File: src/rtl/lzc_pkg.sv
// Shared definitions for the iterative leading-zero counter (lzc_seq).
// Holds the FSM state encoding, default geometry and the derived count and chunk widths.
package lzc_pkg;

    typedef enum logic [1:0] {
        IDLE = 2'd0,
        SCAN = 2'd1,
        DONE = 2'd2
    } lzc_state_e;

    localparam int LZC_WIDTH  = 32;
    localparam int LZC_STEP   = 4;
    localparam int LZC_CNT_W  = $clog2(LZC_WIDTH) + 1;
    localparam int LZC_CHUNKS = LZC_WIDTH / LZC_STEP;

    // The chunk index needs at least one bit, even when the operand is a single chunk.
    function automatic int lzc_chunk_w(input int chunks);
        return (chunks > 1) ? $clog2(chunks) : 1;
    endfunction

endpackage

File: src/rtl/lzc_seq_nibble_lz.sv
// Combinational leading-zero count of one STEP-bit chunk.
// Returns STEP when the chunk is all zero.
module nibble_lz #(
    parameter int STEP = 4
)(
    input  logic [STEP-1:0]        bits,
    output logic [$clog2(STEP):0]  z
);

    localparam int ZW = $clog2(STEP) + 1;

    // Scanning upwards lets the highest set bit win, so z ends up as its distance from the MSB.
    always_comb begin
        z = ZW'(STEP);
        for (int i = 0; i < STEP; i++) begin
            if (bits[i]) begin
                z = ZW'(STEP - 1 - i);
            end
        end
    end

endmodule

File: src/rtl/lzc_seq.sv
// Iterative leading-zero counter: scans a WIDTH-bit operand from the MSB, STEP bits per cycle.
// Build option LZC_EARLY_EXIT_EN: stop scanning at the first nonzero chunk (variable latency).
module lzc_seq
    import lzc_pkg::*;
#(
    parameter int WIDTH = LZC_WIDTH,
    parameter int STEP  = LZC_STEP
)(
    input  logic                    clock,
    input  logic                    reset_n,
    input  logic                    in_valid,
    output logic                    in_ready,
    input  logic [WIDTH-1:0]        in_data,
    output logic                    out_valid,
    input  logic                    out_ready,
    output logic [$clog2(WIDTH):0]  out_count,
    output logic                    out_zero
);

    localparam int CNT_W   = $clog2(WIDTH) + 1;
    localparam int ZW      = $clog2(STEP) + 1;
    localparam int CHUNKS  = WIDTH / STEP;
    localparam int CHUNK_W = lzc_chunk_w(CHUNKS);

    localparam logic [CHUNK_W-1:0] LAST_CHUNK = CHUNK_W'(CHUNKS - 1);
    localparam logic [ZW-1:0]      Z_EMPTY    = ZW'(STEP);
    localparam logic [CNT_W-1:0]   CNT_FULL   = CNT_W'(WIDTH);

    lzc_state_e           state;
    logic [WIDTH-1:0]     shreg;
    logic [CNT_W-1:0]     cnt;
    logic [CHUNK_W-1:0]   chunk;
    logic                 found;

    logic [ZW-1:0]        z;
    logic                 hit;
    logic [CNT_W-1:0]     cnt_add;
    logic [CNT_W-1:0]     cnt_result;
    logic                 last;

    nibble_lz #(
        .STEP (STEP)
    ) u_nibble_lz (
        .bits (shreg[WIDTH-1 -: STEP]),
        .z    (z)
    );

    // Once a nonzero chunk has been seen the count is frozen; later chunks are don't-care.
    assign hit        = (z != Z_EMPTY);
    assign cnt_add    = cnt + (hit ? CNT_W'(z) : CNT_W'(STEP));
    assign cnt_result = found ? cnt : cnt_add;
    assign last       = (chunk == LAST_CHUNK);

    always_ff @(posedge clock or negedge reset_n) begin
        if (!reset_n) begin
            state     <= IDLE;
            in_ready  <= 1'b0;
            out_valid <= 1'b0;
            out_count <= '0;
            out_zero  <= 1'b0;
            shreg     <= '0;
            cnt       <= '0;
            chunk     <= '0;
            found     <= 1'b0;
        end else begin
            case (state)
                IDLE: begin
                    in_ready <= 1'b1;
                    if (in_valid && in_ready) begin
                        shreg    <= in_data;
                        cnt      <= '0;
                        chunk    <= '0;
                        found    <= 1'b0;
                        in_ready <= 1'b0;
                        state    <= SCAN;
                    end
                end

                SCAN: begin
                    if (!found) begin
                        cnt <= cnt_add;
                    end
                    if (hit) begin
                        found <= 1'b1;
                    end
                    shreg <= shreg << STEP;
                    chunk <= chunk + 1'b1;
`ifdef LZC_EARLY_EXIT_EN
                    if (hit || last) begin
`else
                    if (last) begin
`endif
                        out_count <= cnt_result;
                        out_zero  <= (cnt_result == CNT_FULL);
                        out_valid <= 1'b1;
                        state     <= DONE;
                    end
                end

                DONE: begin
                    if (out_ready) begin
                        out_valid <= 1'b0;
                        in_ready  <= 1'b1;
                        state     <= IDLE;
                    end
                end

                default: begin
                    out_valid <= 1'b0;
                    in_ready  <= 1'b0;
                    state     <= IDLE;
                end
            endcase
        end
    end

endmodule

File: config.mk
export PLATFORM = sky130hd
export DESIGN_NAME = lzc_seq
export DESIGN_NICKNAME = d
export VERILOG_FILES = /design/src/rtl/lzc_pkg.sv /design/src/rtl/lzc_seq_nibble_lz.sv /design/src/rtl/lzc_seq.sv
export SDC_FILE = /design/constraint.sdc
export NUM_CORES = 1
export LEC_CHECK = 0
export BUFFER_PORTS_ARGS = -buffer_cell sky130_fd_sc_hd__buf_2
export CORE_ASPECT_RATIO = 1.5
export CORE_MARGIN = 5
export CORE_UTILIZATION = 60
export CTS_BUF_LIST = sky130_fd_sc_hd__clkbuf_4 sky130_fd_sc_hd__clkbuf_8
export DETAILED_ROUTE_END_ITERATION = 10
export PLACE_DENSITY = 0.9
export REMOVE_ABC_BUFFERS = 1
export SYNTH_ARGS = -nofsm -noshare
export SYNTH_HDL_FRONTEND = slang
export SYNTH_SLANG_ARGS = --single-unit
File: constraint.sdc
create_clock -name clock -period 6.38 [get_ports clock]
set_clock_uncertainty 0.2 [all_clocks]
set_input_delay 0.319 -clock clock [delete_from_list [all_inputs] [get_ports clock]]
set_output_delay 0.319 -clock clock [all_outputs]
set_load 0.01 [all_outputs]
# Yosys cells after proc, flatten, opt, wreduce, memory -nomap -nowiden
# Index checks and enable logic that the tools add are counted.
dict set report totals {
  wordCells 56
  in_bits 36
  regBits 53
  output_inout_bits 9
}
dict set report classes {
  n_reduce_logical 9
  bitwise_logic 2
  mux 25
  n_addsub 2
  n_eq_ne 9
}
# op n
set op_table {}
lappend op_table {{32-bit one-hot mux with 2 select lines} 1}
lappend op_table {{32-bit two-way mux} 1}
lappend op_table {{3-bit two-way mux} 6}
lappend op_table {{6-bit two-way mux} 2}
lappend op_table {{6-bit one-hot mux with 2 select lines} 1}
lappend op_table {{3-bit AND reduction} 3}
lappend op_table {{2-bit != test, second input constant} 4}
lappend op_table {{6-bit by 3-bit adder with 6-bit output} 1}
lappend op_table {{6-bit equality test, second input constant} 1}
lappend op_table {{1-bit two-way mux} 6}
lappend op_table {{2-bit two-way mux} 3}
lappend op_table {{1-bit one-hot mux with 3 select lines} 2}
lappend op_table {{2-bit one-hot mux with 3 select lines} 1}
lappend op_table {{3-bit one-hot mux with 2 select lines} 1}
lappend op_table {{2-bit AND reduction} 3}
lappend op_table {{3-bit by 1-bit adder with 3-bit output, second input constant} 1}
lappend op_table {{3-bit equality test, second input constant} 1}
lappend op_table {{3-bit != test, second input constant} 1}
lappend op_table {{2-bit by 1-bit equality test with 1-bit output, second input constant} 1}
lappend op_table {{2-bit equality test, second input constant} 1}
lappend op_table {{2-bit zero test} 1}
lappend op_table {{1-bit NOT} 2}
lappend op_table {{1-bit one-hot mux with 2 select lines} 1}
lappend op_table {{2-bit nonzero test} 1}
lappend op_table {{1-bit logical AND} 1}

# Logic depth before layout (Yosys ltp)
# Gate-level depths: netlist (run 1).
dict set report depth {
  depth_word 9
  depth_mapped 9
  mapped_depth_nobuf 9
}

# By module
# From an unflattened synthesis (run 1), not the netlist that was laid out.
dict set report unflattened {
  hier_cells 226
  hier_area_um2 2508.7
}
# mod instances area_per_inst_um2 cells_each seq_area_each_um2
set modules_own_cells {}
lappend modules_own_cells {lzc_seq 1 2472.4 220 1326.3}
lappend modules_own_cells {nibble_lz 1 36.3 6 0.0}

# Least setup slack after synthesis (run 1)
# OpenSTA, ideal clock, no wires.
dict set report synth_timing {
  path_kind {reg-to-reg}
  start {reg shreg[28]}
  end {reg out_zero}
  synth_period_minus_slack_ns 2.119
  arrival_ns 1.853
  path_stages_with_launch 9
  required_ns 6.114
  setup_ns 0.066
  path_slack_ns 4.261
  cell_sequence {dfrtp_1 a21oi_1 nor2_1 ha_1 fa_1 xor2_1 mux2i_1 nor3b_1 a41o_1}
}
dict set report synth_between {
  elab_chain_len 9
}
# item line_no
set synth_lines {}
lappend synth_lines {{start: declaration} lzc_seq.sv:30} ;# logic [WIDTH-1:0] shreg;
lappend synth_lines {{start signal: assignment} lzc_seq.sv:70} ;# shreg <= in_data;
lappend synth_lines {{start signal: assignment} lzc_seq.sv:86} ;# shreg <= shreg << STEP;
lappend synth_lines {{3-bit two-way mux * (4 in a row)} lzc_seq_nibble_lz.sv:16} ;# if (bits[i]) begin
lappend synth_lines {{3-bit != test} lzc_seq.sv:49} ;# assign hit = (z != Z_EMPTY);
lappend synth_lines {{3-bit two-way mux *} lzc_seq.sv:50} ;# assign cnt_add = cnt + (hit ? CNT_W'(z) : CNT_W'(STEP));
lappend synth_lines {{6-bit by 3-bit adder with 6-bit output *} lzc_seq.sv:50}
lappend synth_lines {{6-bit two-way mux *} -}
lappend synth_lines {{6-bit equality test *} lzc_seq.sv:94} ;# out_zero <= (cnt_result == CNT_FULL);
lappend synth_lines {{end signal: assignment} lzc_seq.sv:94}
lappend synth_lines {{end: declaration} lzc_seq.sv:17} ;# output logic out_zero
# Mark *: on every way between the ends. The rest lies on a longest branch, timed or not.
# A chain may end at the register's enable or synchronous reset.

# Worst setup path in the final report (run 1)
dict set report layout_timing {
  start {reg shreg[29]}
  end {reg out_zero}
}
dict set report layout_between {
  elab_chain_len 8
}
# item line_no
set layout_lines {}
lappend layout_lines {{3-bit two-way mux * (3 in a row)} lzc_seq_nibble_lz.sv:16}
lappend layout_lines {{3-bit != test} lzc_seq.sv:49}
lappend layout_lines {{3-bit two-way mux *} lzc_seq.sv:50}
lappend layout_lines {{6-bit by 3-bit adder with 6-bit output *} lzc_seq.sv:50}
lappend layout_lines {{6-bit two-way mux *} -}
lappend layout_lines {{6-bit equality test *} lzc_seq.sv:94}
# Marked as above.

==> results.json, run 1 <==
{
  "gr-usage-all-layers_pct": 19.2,
  "finalHoldViolCount": 0,
  "fmax_mhz": 424,
  "yosysMostFrequentCell": "dfrtp_1",
  "total_power_uw": 1410,
  "numCtsBuffers": 5,
  "tightest_slew_ns": 0.904,
  "clkTransAtPathRegs_ns": 0.09,
  "setup_viol": 0,
  "synth_edf_count": 0,
  "yosysWarnings": 0,
  "syn_inst": 248,
  "status": "complete, no violations",
  "swShare_pct": 39.7,
  "syn_to_final_growth_pct": 13.4,
  "pin_count": 45,
  "finalCriticalPeriod_ns": 2.36,
  "io_buffers": 44,
  "reg2reg_from": "shreg[29]",
  "maxCapViolCount": 0,
  "grt_use_met2_pct": 35.2,
  "layout.nets": 330,
  "grt_pass1_vias": 1924,
  "timing.slew.headroom_pct": 39.7,
  "yosysTopAreaCell": "dfrtp_1",
  "clock-sinks": 53,
  "root_buffer": "clkbuf_8",
  "synth_flop_cell": "dfrtp_1",
  "tritoncts": "yes",
  "ys_async_sr_fraction_pct": 100,
  "worst_path_max_delay_cell": "fa_1",
  "ant_nets": 0,
  "slew_violations": 0,
  "use_met1_pct": 21.2,
  "cp_cell_sequence": "inv_1, a21oi_1, nor2_1, ha_1, fa_1, xor2_1, mux2i_1, nor3b_1, a41o_1",
  "syn_area_um2": 2460,
  "synth_top_area_share_pct": 53.9,
  "required_ns": 6.43,
  "cpPeakStageDelay_ns": 0.42,
  "p_clk_share_pct": 15.4,
  "first_pass_iters": 4,
  "grt_max_degree": 54,
  "cts_resized": 0,
  "ys_top_cells_by_count": "53 x dfrtp_1, 50 x nand2_1, 30 x nor2_1, 18 x a31oi_1, 12 x inv_1",
  "critPathLaunch": "shreg[29]",
  "vias": 1920,
  "yosysSeqAreaShare_pct": 53.9,
  "die_w_um": 62.3,
  "ys_types": 35,
  "antenna_cells": 0,
  "min_path_type": "in -> reg",
  "clockBufferDepth": 2,
  "critical_path_class": "reg -> reg",
  "grt_pass1_wl_mm": 8.45,
  "use_met3_pct": 4.32,
  "drive_gt1_share_pct": 21.9,
  "leakage_uw": 0.00140,
  "arrival_ns": 2.41,
  "place_hpwl_mm": 3.39,
  "drt-wirelength-per-cell_um": 15.0,
  "rsz0062_at_grt": "no",
  "busiest_layer": "met2",
  "start_kind": "register",
  "drc": 0,
  "peakVddDrop_mv": 0.313,
  "synth_seq_cells": 53,
  "synth_area_per_cell_um2": 9.92,
  "initial_core_util_pct": 62.1,
  "routed_wl_mm": 4.99,
  "p_sw_uw": 561,
  "period_share_pct": 37.0,
  "power_density_nw_per_um2": 506,
  "cts_htree_levels": 2,
  "worstHoldStart": "in_data[20]",
  "internal-power_uw": 851,
  "seqPwrFrac_pct": 42.7,
  "rows": 28,
  "share_comb_of_total_power_pct": 41.9,
  "clk-insertion-delay-late_ns": 0.30,
  "synth_area_leaders": "dfrtp_1 54%, nand2_1 7.6%, a31oi_1 4.6%, nor2_1 4.6%, a222oi_1 4.1%",
  "die_area_um2": 5510,
  "viasPerCell": 5.77,
  "whs_ns": 0.0246,
  "place.gp.congestion": 0.824,
  "drt_iter0_markers": 157,
  "cp_max_fo": 4,
  "placeableCoreArea_um2": 3960,
  "die_h_um": 88.4,
  "overflow": 0,
  "critPathCaptureType": "register",
  "fin_tns_setup_ns": 0,
  "grt_antenna_before_repair": 0
}
## final timing paths
path,end,slack [ns],cells after the start
setup reg to reg,out_zero,4.02,9
hold reg to reg,out_count[3],0.28,2
setup / recovery,out_zero,4.02,9
max in group asynchronous,shreg[24],5.09,3
min in group asynchronous,out_count[5],0.46,3
hold / removal,shreg[20],0.02,3
## area by class of cell
class                   count  area, um2
repair buffers             49        260
flip-flops and latches     53       1330
well taps                  45       56.3
multi-input cells         167        998
fillers                   311       1170
clock inverters             2       35.0
inverters                  12       45.0
clock buffers               5       68.8
## sequential cells by signal, indices dropped and copies added, names as in the netlist
register   flops
chunk          3
cnt            6
found          1
in_ready       1
out_count      6
out_valid      1
out_zero       1
shreg         32
state          2
## worst max-delay path, delay by kind of cell (launching register included)
kind	cells	cell delay, ns
fa+ha+maj	2	0.64
flops	1	0.40
compound gates	2	0.32
simple gates	2	0.29
mux	1	0.22
xor+xnor	1	0.17
buf+inv	1	0.06
## placed cells by master, fill, tap and decap left out, types with 2 or more instances in the layout
master,count
dfrtp_1,53
nand2_1,50
buf_2,44
nor2_1,29
a31oi_1,18
inv_1,12
o21ai_0,11
a222oi_1,10
a22o_1,8
a21oi_1,5
ha_1,5
clkbuf_8,5
buf_4,4
nor3_1,3
xnor2_1,3
mux2i_1,3
nand2b_1,2
o21ai_1,2
xor2_1,2
## power by group through the flow
stage                     registers, uW  clock network, uW  logic, uW
after CTS                           602                225        597
final                               603                218        591
after global routing                623                235        675
after detailed placement            609                  0        597
after floorplan                     592                  0        432
after global placement              598                  0        571
## through the flow
stage	area, um2	utilization (%)	setup slack [ns]	instances
CTS	2790	70.5	4.03	333
global route	2790	70.5	3.85	333
detailed placement	2680	67.6	4.07	325
floorplan	2360	-	3.51	232
finish	2790	70.5	4.02	333
global placement	2680	67.6	4.16	325
## kinds of logic after synthesis
group | share of synthesized area [%]
AOI/OAI and AO/OA | 17.4
DFF | 53.9
xor gates and xnor gates | 1.78
adders and majority gates | 3.36
muxes | 1.22
buffers and inverters | 5.70
and+or+nand+nor | 16.6
## per-layer routing
layer	vias up	routed length, um	part of all wire, %
li1	940	-	-
met1	917	2020	40
met2	57	2580	52
met3	6	311	6.2
met4	0	79	1.6
met5	-	0	0
## timing repair
item	in CTS	in global routing
hold buffers	1	0
setup buffers	0	0
endpoints found under the hold margin	53	0
No activity file was read; power rests on OpenSTA's default activity.
==> run 2, diff against run 1 <==
--- a/config.mk
+++ b/config.mk
@@ -8,10 +8,10 @@
 export BUFFER_PORTS_ARGS = -buffer_cell sky130_fd_sc_hd__buf_2
 export CORE_ASPECT_RATIO = 1.5
 export CORE_MARGIN = 5
-export CORE_UTILIZATION = 60
+export CORE_UTILIZATION = 52
 export CTS_BUF_LIST = sky130_fd_sc_hd__clkbuf_4 sky130_fd_sc_hd__clkbuf_8
 export DETAILED_ROUTE_END_ITERATION = 10
-export PLACE_DENSITY = 0.9
+export PLACE_DENSITY = 0.83
 export REMOVE_ABC_BUFFERS = 1
 export SYNTH_ARGS = -nofsm -noshare
 export SYNTH_HDL_FRONTEND = slang
==> constraint.sdc (replaced) <==
create_clock -name clock -period 2.14 [get_ports clock]
set_clock_uncertainty 0.2 [all_clocks]
set_input_delay 0.107 -clock clock [delete_from_list [all_inputs] [get_ports clock]]
set_output_delay 0.107 -clock clock [all_outputs]
set_load 0.01 [all_outputs]
==> results.json, run 2 (synthesized netlist as in run 1, its figures left out) <==
{
  "critPathCaptureType": "register",
  "grt_pass1_wl_mm": 9.89,
  "drive_gt1_share_pct": 27.4,
  "seq_area_um2": 1330,
  "required_ns": 2.14,
  "first_pass_iters": 6,
  "rr_worst_depth": 9,
  "place.gp.congestion": 0.855,
  "leakage_uw": 0.00158,
  "violations": "negative setup slack",
  "io_buffers": 44,
  "ant_nets": 0,
  "cpPeakStageDelay_ns": 0.45,
  "slew_violations": 0,
  "viasPerCell": 5.42,
  "regToRegSetupSlack_ns": -0.07,
  "rows": 30,
  "cp_max_fo": 4,
  "syn_to_final_growth_pct": 34.1,
  "die_w_um": 66.2,
  "layout.nets": 374,
  "grt_pass1_vias": 2151,
  "use_met1_pct": 24.8,
  "start_kind": "register",
  "drc": 0,
  "min_path_type": "in -> reg",
  "place_hpwl_mm": 3.68,
  "tightest_slew_ns": 0.821,
  "timing.rr.end": "out_zero",
  "crit_buf_inv": 2,
  "use_met3_pct": 3.83,
  "power_density_nw_per_um2": 1400,
  "drt_iter0_markers": 134,
  "pin_count": 45,
  "setup_viol": 1,
  "critPathLaunch": "shreg[28]",
  "final_cell_mix": "50 x nand2_1, 49 x dfrtp_1, 44 x buf_2",
  "path_depth": 9,
  "final.fill_count": 324,
  "grt_use_met2_pct": 36.1,
  "fmax_mhz": 453,
  "placeableCoreArea_um2": 4540,
  "busiest_layer": "met2",
  "critical_path_class": "reg -> reg",
  "numCtsBuffers": 5,
  "cts_htree_levels": 2,
  "cp_cell_sequence": "nor2_1, nor3_1, buf_4, ha_1, a211oi_2, buf_4, nor4b_4, xor2_1, a41o_1",
  "die_h_um": 94.2,
  "finalCriticalPeriod_ns": 2.21,
  "peakVddDrop_mv": 0.819,
  "reg2reg_from": "shreg[28]",
  "cp-endpoint": "out_zero",
  "critPathMostFrequentCell": "buf_4",
  "gr-usage-all-layers_pct": 20.3,
  "clk-insertion-delay-late_ns": 0.31,
  "placed_area_um2": 2780,
  "final_common_cell": "nand2_1",
  "clockBufferDepth": 2,
  "die_area_um2": 6230,
  "root_buffer": "clkbuf_8",
  "worst_path_max_delay_cell": "dfrtp_2",
  "worst_slack_ns": -0.0671,
  "arrival_ns": 2.21,
  "multiInputGateArea_um2": 1060,
  "rsz0062_at_grt": "yes",
  "fin_area_um2": 3300,
  "largest_register": "shreg",
  "period_share_pct": 103,
  "antenna_cells": 0,
  "overflow": 0,
  "timing.slew.headroom_pct": 45.2,
  "status": "finished, violations left",
  "cp_top_family": "flip-flops",
  "clkTransAtPathRegs_ns": 0.09,
  "tritoncts": "yes",
  "drt-wirelength-per-cell_um": 15.2,
  "total_power_uw": 4610,
  "grt_antenna_before_repair": 0,
  "vias": 2147,
  "initial_core_util_pct": 54.2,
  "finalHoldViolCount": 0,
  "largest_register_ffs": 32,
  "reg_top3": "shreg (32), cnt (6), out_count (6)",
  "maxCapViolCount": 0,
  "clock-sinks": 53,
  "routed_wl_mm": 6.03,
  "grt_max_degree": 54
}
-- run 2: changes by cell type in the layout (fill, tap and decap cells not counted), sizes merged --
cell,before,now
dlygate4sd3,1,34
buf,48,59
-- run 2: how the worst min path moves through the flow --
stage                         from            to  slack, ns  cells past startpoint
after CTS                 in_valid     shreg[31]       0.14                      4
after detailed placement   reset_n  out_count[4]       0.06                      2
after global placement     reset_n  out_count[4]       0.06                      2
final                     in_valid     shreg[31]       0.13                      5
after floorplan            reset_n      chunk[0]      -0.39                      0
after global routing      in_valid     shreg[31]       0.20                      5
-- run 2: power by group --
part	internal, uW	switching (uW)
logic	960	1160
clock network	341	324
registers	1470	360
total	2770	1850
-- run 2: layout make-up --
type                    instances  share of cell area (%)
clock buffers                   5                    2.09
clock inverters                 2                    1.06
inverters                      12                    1.37
multi-input cells             167                    32.2
flip-flops and latches         53                    40.4
well taps                      64                    2.43
repair buffers                 93                    20.5
-- run 2: per-layer routing --
layer | vias to the layer above | part of all wire [%]
met5 | - | 0
met4 | 0 | 1.7
met3 | 10 | 5.5
met2 | 70 | 53
met1 | 1042 | 40
li1 | 1025 | -
-- run 2: repair_timing --
item                       4_1_cts  5_1_grt
setup endpoints to repair        9        9
resized for setup                6       13
gates cloned                     0        0
setup buffers                    0        1
pin swaps                        2       12
hold endpoints to repair        87        0
hold buffers                    34        0
-- run 2: worst reg2reg max path, delay by kind of cell, from the launching register on --
kind,cells,cell delay [ns]
AOI/OAI and AO/OA,2,0.32
buffers and inverters,2,0.28
xor gates and xnor gates,1,0.12
and+or+nand+nor,3,0.45
adders and majority gates,1,0.28
DFF,1,0.45
-- run 2: per-stage QoR --
| step | util, % | setup slack, ns | instances | hold WS [ns] | setup TNS [ns] |
|---|---|---|---|---|---|
| detailed placement | 61.1 | -0.131 | 354 | 0.0606 | -0.604 |
| CTS | 71.5 | -0.0619 | 395 | 0.140 | -0.0887 |
| global placement | 61.1 | -0.0432 | 354 | 0.0561 | -0.0432 |
| finish | 72.6 | -0.0671 | 396 | 0.126 | -0.0671 |
| global route | 72.6 | -0.185 | 396 | 0.198 | -0.551 |
| floorplan | - | -0.734 | 232 | -0.389 | -7.05 |
==> run 3, diff against run 2 <==
--- a/config.mk
+++ b/config.mk
@@ -5,6 +5,7 @@
 export SDC_FILE = /design/constraint.sdc
 export NUM_CORES = 1
 export LEC_CHECK = 0
+export ABC_AREA = 1
 export BUFFER_PORTS_ARGS = -buffer_cell sky130_fd_sc_hd__buf_2
 export CORE_ASPECT_RATIO = 1.5
 export CORE_MARGIN = 5
==> results.json, run 3 <==
{
  "layout.nets": 414,
  "leakage_uw": 0.00167,
  "drc": 0,
  "synth_flop_cell": "dfrtp_1",
  "placed_area_um2": 2770,
  "ys_top_cells_by_count": "84 x nand2_1, 53 x dfrtp_1, 38 x inv_1, 33 x o21ai_0, 14 x o211ai_1",
  "syn_inst": 292,
  "antenna_cells": 0,
  "timing.slew.headroom_pct": 49.7,
  "start_kind": "register",
  "die_h_um": 94.9,
  "arrival_ns": 2.18,
  "place_hpwl_mm": 3.70,
  "synth_compound_area_share_pct": 17.4,
  "synth_xor_area_share_pct": 0,
  "overflow": 0,
  "yosysSeqAreaShare_pct": 53.1,
  "setup_viol": 0,
  "power_density_nw_per_um2": 1370,
  "critPathCaptureType": "register",
  "yosysTopAreaCell": "dfrtp_1",
  "tritoncts": "yes",
  "pin_count": 45,
  "die_area_um2": 6310,
  "finalHoldViolCount": 0,
  "critical_path_class": "reg -> reg",
  "tightest_slew_ns": 0.755,
  "drt_iter0_markers": 95,
  "syn_to_final_growth_pct": 31.1,
  "numCtsBuffers": 5,
  "root_buffer": "clkbuf_8",
  "synthMuxAreaShare_pct": 0,
  "period_share_pct": 99.4,
  "gr-usage-all-layers_pct": 20.5,
  "status": "complete, no violations",
  "final_cell_mix": "81 x nand2_1, 53 x dfrtp_1, 44 x buf_2",
  "clkTransAtPathRegs_ns": 0.10,
  "yosys.area_share.adder_pct": 3.31,
  "reg2reg_from": "shreg[29]",
  "synth_area_per_cell_um2": 8.55,
  "clock-sinks": 53,
  "synth_area_leaders": "dfrtp_1 53%, nand2_1 13%, o21ai_0 6.6%, inv_1 5.7%, o211ai_1 4.2%",
  "maxCapViolCount": 0,
  "ys_async_sr_fraction_pct": 100,
  "drive_gt1_share_pct": 19.3,
  "viasPerCell": 5.13,
  "synth_top_area_share_pct": 53.1,
  "grt_max_degree": 50,
  "drt-wirelength-per-cell_um": 13.1,
  "total_power_uw": 4470,
  "largest_register_ffs": 32,
  "fin_area_um2": 3270,
  "grt_pass1_vias": 2373,
  "cp_max_fo": 3,
  "slew_violations": 0,
  "grt_pass1_wl_mm": 10.0,
  "rows": 31,
  "vias": 2252,
  "clockBufferDepth": 2,
  "final.fill_count": 371,
  "initial_core_util_pct": 52.7,
  "fin_tns_setup_ns": 0,
  "yosysWarnings": 0,
  "yosysMostFrequentCell": "nand2_1",
  "place.gp.congestion": 0.890,
  "synth_top_family_by_area": "compound AO/OA/AOI/OAI gates",
  "routed_wl_mm": 5.75,
  "synth-simple-area-share_pct": 17.4,
  "io_buffers": 44,
  "rsz0062_at_grt": "yes",
  "peakVddDrop_mv": 0.691,
  "die_w_um": 66.6,
  "first_pass_iters": 5,
  "critPathLaunch": "shreg[29]",
  "synth_seq_cells": 53,
  "grt_antenna_before_repair": 0,
  "required_ns": 2.19,
  "place_ws_ns": 0.0606,
  "placeableCoreArea_um2": 4730,
  "ys_types": 24,
  "ant_nets": 0,
  "clk-insertion-delay-late_ns": 0.31,
  "cts_htree_levels": 2,
  "fmax_mhz": 470,
  "worst_slack_ns": 0.0139,
  "syn_area_um2": 2500,
  "finalCoreUtilization_pct": 69.2,
  "finalCriticalPeriod_ns": 2.13,
  "final_common_cell": "nand2_1",
  "min_path_type": "in -> async",
  "reg_top3": "shreg (32), cnt (6), out_count (6)",
  "synth_edf_count": 0,
  "largest_register": "shreg"
}
## run 3: logic make-up after synthesis
logic type                 count (synthesis)
DFF                                       53
and+or+nand+nor                          108
buffers and inverters                     53
adders and majority gates                  6
AOI/OAI and AO/OA                         72
## run 3: per-layer routing
metal	GRT usage [%]	up-vias	wire length, um	share of wire [%]
li1	-	1103	-	-
met1	22.5	1081	2350	41
met2	37.5	54	3050	53
met3	3.21	14	196	3.4
met4	9.83	0	156	2.7
met5	0	-	0	0
## run 3: area by class of cell
cell class / instances / area (um2) / share of cell area, %
clock buffers: 6 / 82.6 / 2.52
well taps: 66 / 82.6 / 2.52
flip-flops and latches: 53 / 1330 / 40.5
clock inverters: 2 / 37.5 / 1.15
repair buffers: 85 / 616 / 18.8
inverters: 41 / 154 / 4.70
multi-input cells: 186 / 975 / 29.8
## run 3: critical path: stages, from the launching register on
cell,delay (ns)
dfrtp_1,0.40
inv_2,0.07
nand2_2,0.05
a21oi_2,0.13
ha_2,0.20
fa_1,0.38
inv_1,0.06
nand2_1,0.05
nand2_2,0.09
nand2_2,0.06
nor2_2,0.10
nand2_1,0.05
nor2_1,0.10
nand3_1,0.07
nand2_1,0.06
## run 3: through the flow
stage	hold WS [ns]	instances
after floorplan	-0.389	280
after global placement	0.0155	395
after detailed placement	0.0185	395
after CTS	0.238	438
after global routing	0.279	439
final	0.205	439
## run 3: worst paths after layout
check / end / slack [ns] / cells past startpoint
setup / recovery: out_zero / 0.01 / 14
hold / removal: shreg[23] / 0.20 / 2
setup reg to reg: out_zero / 0.01 / 14
hold reg to reg: out_count[3] / 0.29 / 2
max in group asynchronous: out_count[0] / 0.88 / 3
min in group clock: out_count[3] / 0.29 / 2
## run 3: where the power goes
part	internal [uW]	switching, uW
Sequential	1460	239
Combinational	764	1300
Clock	381	331
## run 3: timing repair
action,in CTS,in global routing
buffers inserted,0,1
hold buffers,35,0
gates resized for setup,0,8
hold endpoints to repair,68,0
setup endpoints to repair,0,4
